### src/rtl/nmx1_wb_bridge.sv
// nmx1_wb_bridge: windowed Wishbone front-end for Neuromorphic_X1_wb with timeout abort and status register
module nmx1_wb_bridge #(
  parameter logic [31:0] BASE_ADDR   = 32'h3000_0000,
  parameter logic [31:0] ADDR_MASK   = 32'hFFFF_0000,
  parameter logic [15:0] STAT_OFFSET = 16'hFFFC,
  parameter int unsigned TIMEOUT     = 255,
  parameter logic [31:0] TO_DATA     = 32'hDEAD_BEEF
) (
  input  logic        wb_clk_i,
  input  logic        wb_rst_i,
  input  logic        wbs_stb_i,
  input  logic        wbs_cyc_i,
  input  logic        wbs_we_i,
  input  logic [3:0]  wbs_sel_i,
  input  logic [31:0] wbs_adr_i,
  input  logic [31:0] wbs_dat_i,
  output logic        wbs_ack_o,
  output logic [31:0] wbs_dat_o,
  output logic        m_stb_o,
  output logic        m_cyc_o,
  output logic        m_we_o,
  output logic [3:0]  m_sel_o,
  output logic [31:0] m_adr_o,
  output logic [31:0] m_dat_o,
  input  logic        m_ack_i,
  input  logic [31:0] m_dat_i,
  output logic        timeout_o
);
  typedef enum logic [1:0] {IDLE, REQ, RESP} state_t;
  localparam logic [15:0] WLAST = 16'(TIMEOUT - 1);
  state_t      state, state_n;
  logic [15:0] wcnt, wcnt_n, tcnt, tcnt_n;
  logic        ack_n, to_n, stb_n, we_n;
  logic [3:0]  sel_n;
  logic [31:0] adr_n, mdat_n, dat_n;
  logic        req, stat;
  assign req     = wbs_cyc_i & wbs_stb_i & ((wbs_adr_i & ADDR_MASK) == BASE_ADDR);
  assign stat    = wbs_adr_i[15:0] == STAT_OFFSET;
  assign m_cyc_o = m_stb_o;
  always_comb begin
    state_n = state;
    wcnt_n  = wcnt;
    tcnt_n  = tcnt;
    ack_n   = 1'b0;
    to_n    = 1'b0;
    dat_n   = 32'b0;
    stb_n   = m_stb_o;
    we_n    = m_we_o;
    sel_n   = m_sel_o;
    adr_n   = m_adr_o;
    mdat_n  = m_dat_o;
    case (state)
      IDLE: if (req && stat) begin
        state_n = RESP;
        ack_n   = 1'b1;
        dat_n   = wbs_we_i ? 32'b0 : {16'b0, tcnt};
        tcnt_n  = wbs_we_i ? 16'b0 : tcnt;
      end else if (req) begin
        state_n = REQ;
        stb_n   = 1'b1;
        we_n    = wbs_we_i;
        sel_n   = wbs_sel_i;
        adr_n   = wbs_adr_i;
        mdat_n  = wbs_dat_i;
        wcnt_n  = 16'b0;
      end
      REQ: begin
        wcnt_n = wcnt + 16'd1;
        // master abort outranks a late core ack: nobody is left to receive it
        if (!wbs_cyc_i) begin
          state_n = IDLE;
          stb_n   = 1'b0;
        end else if (m_ack_i || wcnt == WLAST) begin
          state_n = RESP;
          stb_n   = 1'b0;
          ack_n   = 1'b1;
          to_n    = !m_ack_i;
          dat_n   = m_ack_i ? m_dat_i : (m_we_o ? 32'b0 : TO_DATA);
          tcnt_n  = (m_ack_i || tcnt == 16'hFFFF) ? tcnt : tcnt + 16'd1;
        end
      end
      RESP: state_n = IDLE;
      default: state_n = IDLE;
    endcase
  end
  always_ff @(posedge wb_clk_i or posedge wb_rst_i) begin
    if (wb_rst_i) begin
      state     <= IDLE;
      wcnt      <= 16'b0;
      tcnt      <= 16'b0;
      wbs_ack_o <= 1'b0;
      wbs_dat_o <= 32'b0;
      timeout_o <= 1'b0;
      m_stb_o   <= 1'b0;
      m_we_o    <= 1'b0;
      m_sel_o   <= 4'b0;
      m_adr_o   <= 32'b0;
      m_dat_o   <= 32'b0;
    end else begin
      state     <= state_n;
      wcnt      <= wcnt_n;
      tcnt      <= tcnt_n;
      wbs_ack_o <= ack_n;
      wbs_dat_o <= dat_n;
      timeout_o <= to_n;
      m_stb_o   <= stb_n;
      m_we_o    <= we_n;
      m_sel_o   <= sel_n;
      m_adr_o   <= adr_n;
      m_dat_o   <= mdat_n;
    end
  end
endmodule

### config.mk
export PLATFORM = sky130hd
export DESIGN_NAME = nmx1_wb_bridge
export DESIGN_NICKNAME = d
export VERILOG_FILES = /design/src/rtl/nmx1_wb_bridge.sv
export SDC_FILE = /design/constraint.sdc
export NUM_CORES = 1
export LEC_CHECK = 0
export CAP_MARGIN = 0
export CORE_UTILIZATION = 40
export CTS_BUF_LIST = sky130_fd_sc_hd__clkbuf_8
export DETAILED_ROUTE_END_ITERATION = 10
export HOLD_SLACK_MARGIN = 0.12
export PLACE_DENSITY = 0.73
export SLEW_MARGIN = 20
export SYNTH_ARGS = -nofsm -noshare
export SYNTH_HDL_FRONTEND = slang
export SYNTH_SLANG_ARGS = --single-unit
### constraint.sdc
create_clock -name wb_clk_i -period 6.1 [get_ports wb_clk_i]
set_clock_uncertainty 0.1 [all_clocks]
set_input_delay 0.61 -clock wb_clk_i [delete_from_list [all_inputs] [get_ports wb_clk_i]]
set_output_delay 0.61 -clock wb_clk_i [all_outputs]
set_load 0.005 [all_outputs]
==> impl_results.md, run 1 <==
- Placeable Area: roughly 14000 sq um
- # IOs: around 210
- Critical Path Sink Type: flop
- Mapped Nets: between 600 and 700
- Port Buffers: 210
- # hold bufs at CTS: 0
- WL/cell: 17.2 microns
- GRT overflow: 0
- Non-filler cells, final: roughly 900
- Cells resized by post-CTS repair: 0
- Clk_lat worst skew: between 0.4 and 0.5 ns
- Total Wirelength: 15600 microns
- Top Usage Layer GRT: met2
- Post-route ant nets: 0
- Via-to-Cell Ratio: 5.30
- Pin count of the biggest net entering global routing: 80
- Placed cell count: 875
- Synth unique cells: 51
- Routed vias: between 4000 and 5000
- Final Instance Area: between 8000 and 9000 sq um
- Critical path arrival: ~3.5 ns
- Met1 Usage GRT: about a quarter
- Clock transition at path regs: 0.07 ns
- Tightest Hold Check Type: flop to flop
- Slew Limit Fails: 0
- Flops & latches, synth: around 140
- VDD IR max: ~0.17 mV
- Tcrit/Tclk final: between 50% and 60%
- Max FO, Critical Path: 37
- Initial Utilization: between 40% and 50%
- Cts bufs inserted: 17
- Yosys top cell area share: 58.4%
- Total GRT Usage: approximately a fifth
- CTS HTree Levels: 4
- Row cnt: 44
- Setup Buffers After CTS: 0
- Hold Startpoint: m_adr_o[29]
- Fmax: around 300 MHz
- Async SR Flop Fraction: 100%
- Reg2Reg Depth: 6
- Pwr per Cell Area: between 200 and 250 nW/um^2
- Setup_tns: 0 ns
- Top_reg_cell synth: dfrtp_1
- Met2 Use GR: between 30% and 40%
- Die Width: about 120 microns
- WP data required: 6.31 ns
- Post-synthesis cell count: 500
- Yosys top cell by area: dfrtp_1
- Synth area leaders: dfrtp_1 58%, mux2_2 10%, nor2b_1 2.9%, a21oi_1 2.1%, o2bb2ai_1 2.1%
- Drt pass-1 iters: 4
- Initial antenna violation count: 1
- ANT cells: 0
- Worst Hold End: m_adr_o[29]
- Leakage power: 0.00377 uW
- Status: finished, final reports clean
- Slew of the pin with the lowest slew margin: 0.887 ns
- TritonCTS clock tree: yes
- Setup slack, reg-to-reg: 2.79 ns
- Fraction of layout cells with a size suffix above 1: 14.4%
- GPL Wtd Cong: 0.846
- HPWL Detailed: ~11000 microns
- Maximum Capacitance Violations: 0
- DRC violation total after the first TritonRoute iteration: between 200 and 250
- Layout area overhead: 46.4%
- Finish-stage setup viols: 0
- Vias in the first global route: ~4700
- Maximum clock insertion buffer count: 2
- WHS Path Cells: 1
- Worst Setup Start Kind: input port
- CTS root buf: clkbuf_8
- Die Area: 15300 sq um
- Area after DPL: about 8200 sq um
- Avg Inst Size Synth: 11.8 sq um
- Relative slew margins: between 40% and 50%
- Seq/Total Area, Yosys: 58.4%
- GR Layer Usage met3: 6.04%
- DR DRC count: 0
- Count of flip-flops with a built-in enable after synthesis: 0
- Worst r2r dst: m_dat_o[27]
- Synth Warn #: 0
- Hold Fails Final Rpt: 0
- Final #Nets: between 800 and 900
- Critical path class: input port to flop
- Tmin final: approximately 3.3 ns
- Clk sinks: about 140
- RSZ-0062 raised after global routing: false
- First-pass GRT wire length: ~24000 microns
- Mapped Area: between 5000 and 6000 sq um
- DIE HEIGHT: 124 microns
- RR Startpoint: state[0]
## stage by stage
step | power, uW | hold WS (ns) | util (%) | setup WS [ns]
final | 1850 | 0.369 | 59.8 | 2.78
after global routing | 1930 | 0.408 | 59.8 | 2.53
after global placement | 1030 | 0.367 | 56.6 | 2.36
after floorplan | 955 | 0.365 | - | 1.69
after CTS | 1880 | 0.375 | 59.7 | 2.75
after detailed placement | 1030 | 0.356 | 56.6 | 2.28
## flip-flops by register name, indices dropped and copies added (netlist names)
register and count:
wbs_dat_o 32, state 2, wbs_ack_o 1, m_adr_o 32, m_cyc_o 1, m_sel_o 4
timeout_o 1, wcnt 16, m_we_o 1, m_dat_o 32, tcnt 16
## metal layers
metal	up-vias	part of all wire, %
li1	2231	-
met1	2364	43
met2	183	50
met3	24	5.6
met4	2	1.9
met5	-	0.083
## where the power goes
part | total, uW | switching [uW] | internal, uW
Clock | 836 | 347 | 489
Combinational | 102 | 37.3 | 64.6
Sequential | 915 | 0.140 | 914
## cell type report
class                      instances  area [sq um]
sequential                       138          3450
tap                              184           230
clock inverter                    11           166
fill                            1168          5820
clock buffer                      21           289
multi-input combinational        316          2280
inverter                          20          80.1
timing repair buffer             217          2160
## cell families after synthesis
| kind of cell | after synthesis | share of synthesized area (%) |
|---|---|---|
| AOI/OAI and AO/OA | 102 | 11.7 |
| xor gates and xnor gates | 2 | 0.296 |
| muxes | 55 | 10.4 |
| adders and majority gates | 3 | 0.635 |
| and+or+nand+nor | 154 | 15.3 |
| DFF | 138 | 58.4 |
| buffers and inverters | 46 | 3.28 |
## cell usage in the layout (no fill, tap or decap), drive strengths merged, types with 3 or more instances in the layout
master,instances
ha,3
inv,22
nor2b,27
nand4,10
nand3,16
and4,4
or4,4
buf,7
nor3,9
dfrtp,138
a31oi,17
a21oi,26
mux2,53
clkinv,3
nand2,27
and3,5
a22o,7
bufinv,4
or3,3
clkdlybuf4s50,210
nor2,13
nand2b,5
o21ai,14
nor4,9
clkbuf,21
o2bb2ai,14
and2,11
or2,3
o31ai,13
a41oi,3
## Yosys cell counts, types with 3 or more instances
| cell | instances |
|---|---|
| mux2_2 | 53 |
| buf_2 | 8 |
| nor2_1 | 13 |
| or2_2 | 3 |
| or4_1 | 3 |
| ha_1 | 3 |
| dfrtp_1 | 138 |
| and3_1 | 5 |
| o31ai_1 | 13 |
| inv_1 | 20 |
| clkbuf_1 | 14 |
| a31oi_1 | 17 |
| nand2b_1 | 5 |
| a41oi_1 | 3 |
| nand2_1 | 27 |
| and2_1 | 11 |
| nand4_1 | 10 |
| nor4_1 | 8 |
| and4_1 | 4 |
| nor2b_1 | 27 |
| a22o_1 | 7 |
| nand3_1 | 16 |
| nor3_1 | 7 |
| a21oi_1 | 25 |
| o21ai_0 | 14 |
| o2bb2ai_1 | 14 |
## worst max-delay path by stage
stage                   from           to  cells after the start  slack (ns)
4_1_cts             state[0]  m_dat_o[18]                      6        2.75
5_1_grt             state[0]  m_dat_o[21]                      6        2.53
2_1_floorplan       wb_rst_i   m_adr_o[0]                      1        1.69
6_report       wbs_adr_i[17]  m_dat_o[27]                      7        2.78
3_5_place_dp   wbs_adr_i[29]   m_dat_o[2]                      7        2.28
3_3_place_gp   wbs_adr_i[29]   m_dat_o[2]                      7        2.36
## worst max-delay path, cell delays in order
cell	delay (ns)
clkdlybuf4s50_1	0.40
nor4_1	0.44
and2_1	0.21
nand2_1	0.19
nor3_4	0.73
buf_4	0.55
mux2_2	0.39
No activity file was read; power rests on OpenSTA's default activity.
==> inputs of run 2 (changes only) <==
Settings changed: PLACE_DENSITY 0.73 to 0.75.
Clock period 6.1 ns to 3 ns, I/O delays scaled along.
==> impl_results.md, run 2 (synthesis results as in run 1) <==
- Status: finished, final reports clean
- Crit-path cells: or4_1, or4_4, or3_4, a21oi_4, mux2i_1
- DIE HEIGHT: 124 microns (unchanged)
- Most common cell after layout, fill and taps aside: clkdlybuf4s50_1
- VDD IR max: 0.326 mV (+96%)
- Setup_tns: 0 ns (unchanged)
- Vias in the first global route: 4785 (+2.3%)
- Post-route ant nets: 0 (unchanged)
- GRT overflow: 0 (unchanged)
- Hold Fails Final Rpt: 0 (unchanged)
- Slowest-stage cell, CP: or4_4
- Maximum clock insertion buffer count: 2 (unchanged)
- ANT cells: 0 (unchanged)
- Slew Limit Fails: 0 (unchanged)
- Commonest non-fill, non-tap cells in the layout: 210 x clkdlybuf4s50_1, 138 x dfrtp_1, 53 x mux2_2
- Leakage power: 0.00382 uW (+1.4%)
- Port Buffers: 210 (unchanged)
- WL/cell: 17.4 microns (+0.97%)
- RSZ-0062 raised after global routing: false
- Fill count: 1151 (-1.5%)
- Tightest Hold Check Type: input port to asynchronous set/reset pin
- Flop pwr share: 49.3% (about the same)
- Clk sinks: 138 (unchanged)
- Critical path class: flop to flop
- Setup Buffers After CTS: 0 (unchanged)
- Tcrit/Tclk final: 90.9%
- Worst Setup Start Kind: flop
- FF+latch area: 3450 sq um (unchanged)
- Routed vias: 4858 (+1.1%)
- Slew of the pin with the lowest slew margin: 0.871 ns (-0.0161 ns)
- DR DRC count: 0 (unchanged)
- Placed cell count: 886 (+1.3%)
- Via-to-Cell Ratio: 5.30 (about the same)
- Fraction of layout cells with a size suffix above 1: 15.6% (+1.2 points)
- Hold Worst Slack: 0.227 ns (-0.142 ns)
- # IOs: 211 (unchanged)
- Tot Pwr: 3780 uW (+100%)
- Total Wirelength: 16000 microns (+2.1%)
- Tmin final: 2.73 ns
- Pin count of the biggest net entering global routing: 46 (-43%)
- Die Area: 15300 sq um (unchanged)
- NetSw: 787 uW (+100%)
- Total GRT Usage: 21.1% (+0.51 points)
- Area of the multi-input gates: 2270 sq um (-0.27%)
- Comb power frac: 5.7% (+0.2 points)
- Relative slew margins: 42.0% (+1.5 points)
- # hold bufs at CTS: 0 (unchanged)
- Clk_lat worst skew: 0.44 ns (about the same)
- Worst path max stage delay: 0.55 ns (-0.18 ns)
- Row cnt: 44 (unchanged)
- Cts bufs inserted: 17 (unchanged)
- Initial Utilization: 40.9% (unchanged)
- GPL Wtd Cong: 0.890 (+5.3%)
- Fmax: approximately 370 MHz
- Maximum Capacitance Violations: 0 (unchanged)
- Critical path arrival: 2.98 ns (-0.55 ns)
- HPWL Detailed: 11800 microns (+5.1%)
- Max FO, Critical Path: 15 (-59%)
- Clock transition at path regs: 0.08 ns (about the same)
- DRC violation total after the first TritonRoute iteration: 214 (-5.7%)
- Non-filler cells, final: 917 (+1.1%)
- Pint: 2990 uW (+100%)
- Bufs and invs on worst path: 0 (-2)
- CTS HTree Levels: 4 (unchanged)
- Cells resized by post-CTS repair: 0 (unchanged)
- Finish-stage setup viols: 0 (unchanged)
- Drt pass-1 iters: 4 (unchanged)
- Clock power share: 45.0% (about the same)
- WP data required: 3.26 ns (-3.05 ns)
- TritonCTS clock tree: yes
- CTS root buf: clkbuf_8
- CP delay by family, top: simple AND/OR/NAND/NOR gates
- Pwr per Cell Area: 431 nW/um^2 (+100%)
- Die Width: 124 microns (unchanged)
- First-pass GRT wire length: 24300 microns (+1.9%)
- Placeable Area: 14500 sq um (unchanged)
- Layout area overhead: 48.2%
- Net Sw Frac: 20.8% (+0.091 points)
- Critical Path Sink Type: flop
- Setup slack, reg-to-reg: 0.27 ns (-2.52 ns)
- Final #Nets: 830 (+1.3%)
- Initial antenna violation count: 0 (-1)
- Largest registers: m_adr_o: 32 flops, m_dat_o: 32 flops, wbs_dat_o: 32 flops
run 2: metrics by stage:
step                      instance area [sq um]  worst slack [ns]  util, %
after global routing                       8770             0.156     60.5
after global placement                     8310             0.311     57.4
after CTS                                  8770             0.271     60.5
final                                      8770             0.274     60.5
after detailed placement                   8310             0.237     57.4
after floorplan                            5920             0.541        -
run 2: routing by layer:
layer	vias to the layer above	wire, microns	GRT usage [%]	share of wire [%]
met1	2385	6590	25.4	41
met5	-	0	0	0
met3	30	1040	5.63	6.5
met2	189	7900	35.5	50
met4	0	420	9.04	2.6
li1	2254	-	-	-
run 2: cell type report:
| type | instances | area share (%) |
|---|---|---|
| sequential | 138 | 39.4 |
| clock buffer | 21 | 3.30 |
| timing repair buffer | 228 | 25.9 |
| clock inverter | 10 | 1.88 |
| inverter | 20 | 0.899 |
| tap | 184 | 2.63 |
| multi-input combinational | 316 | 25.9 |
run 2: power groups by stage:
stage | combinational [uW] | sequential, uW | clock [uW]
floorplan | 46.4 | 1900 | 0
global placement | 216 | 1900 | 0
detailed placement | 219 | 1900 | 0
CTS | 221 | 1860 | 1740
global route | 236 | 1860 | 1830
finish | 216 | 1860 | 1700
run 2: worst paths after layout:
path,startpoint,cells past startpoint,to
setup / recovery,wcnt[9],5,tcnt[1]
hold / removal,wb_rst_i,2,wbs_dat_o[26]
setup reg to reg,wcnt[9],5,tcnt[1]
hold reg to reg,m_adr_o[29],1,m_adr_o[29]
min in group wb_clk_i,m_dat_i[23],3,wbs_dat_o[23]
max in group asynchronous,wb_rst_i,3,m_dat_o[28]
run 2: worst register-to-register path, cell delays in order, from the launching register on:
cell and delay, ns:
dfrtp_1 0.45, or4_1 0.52, or4_4 0.55, or3_4 0.35, a21oi_4 0.41, mux2i_1 0.25
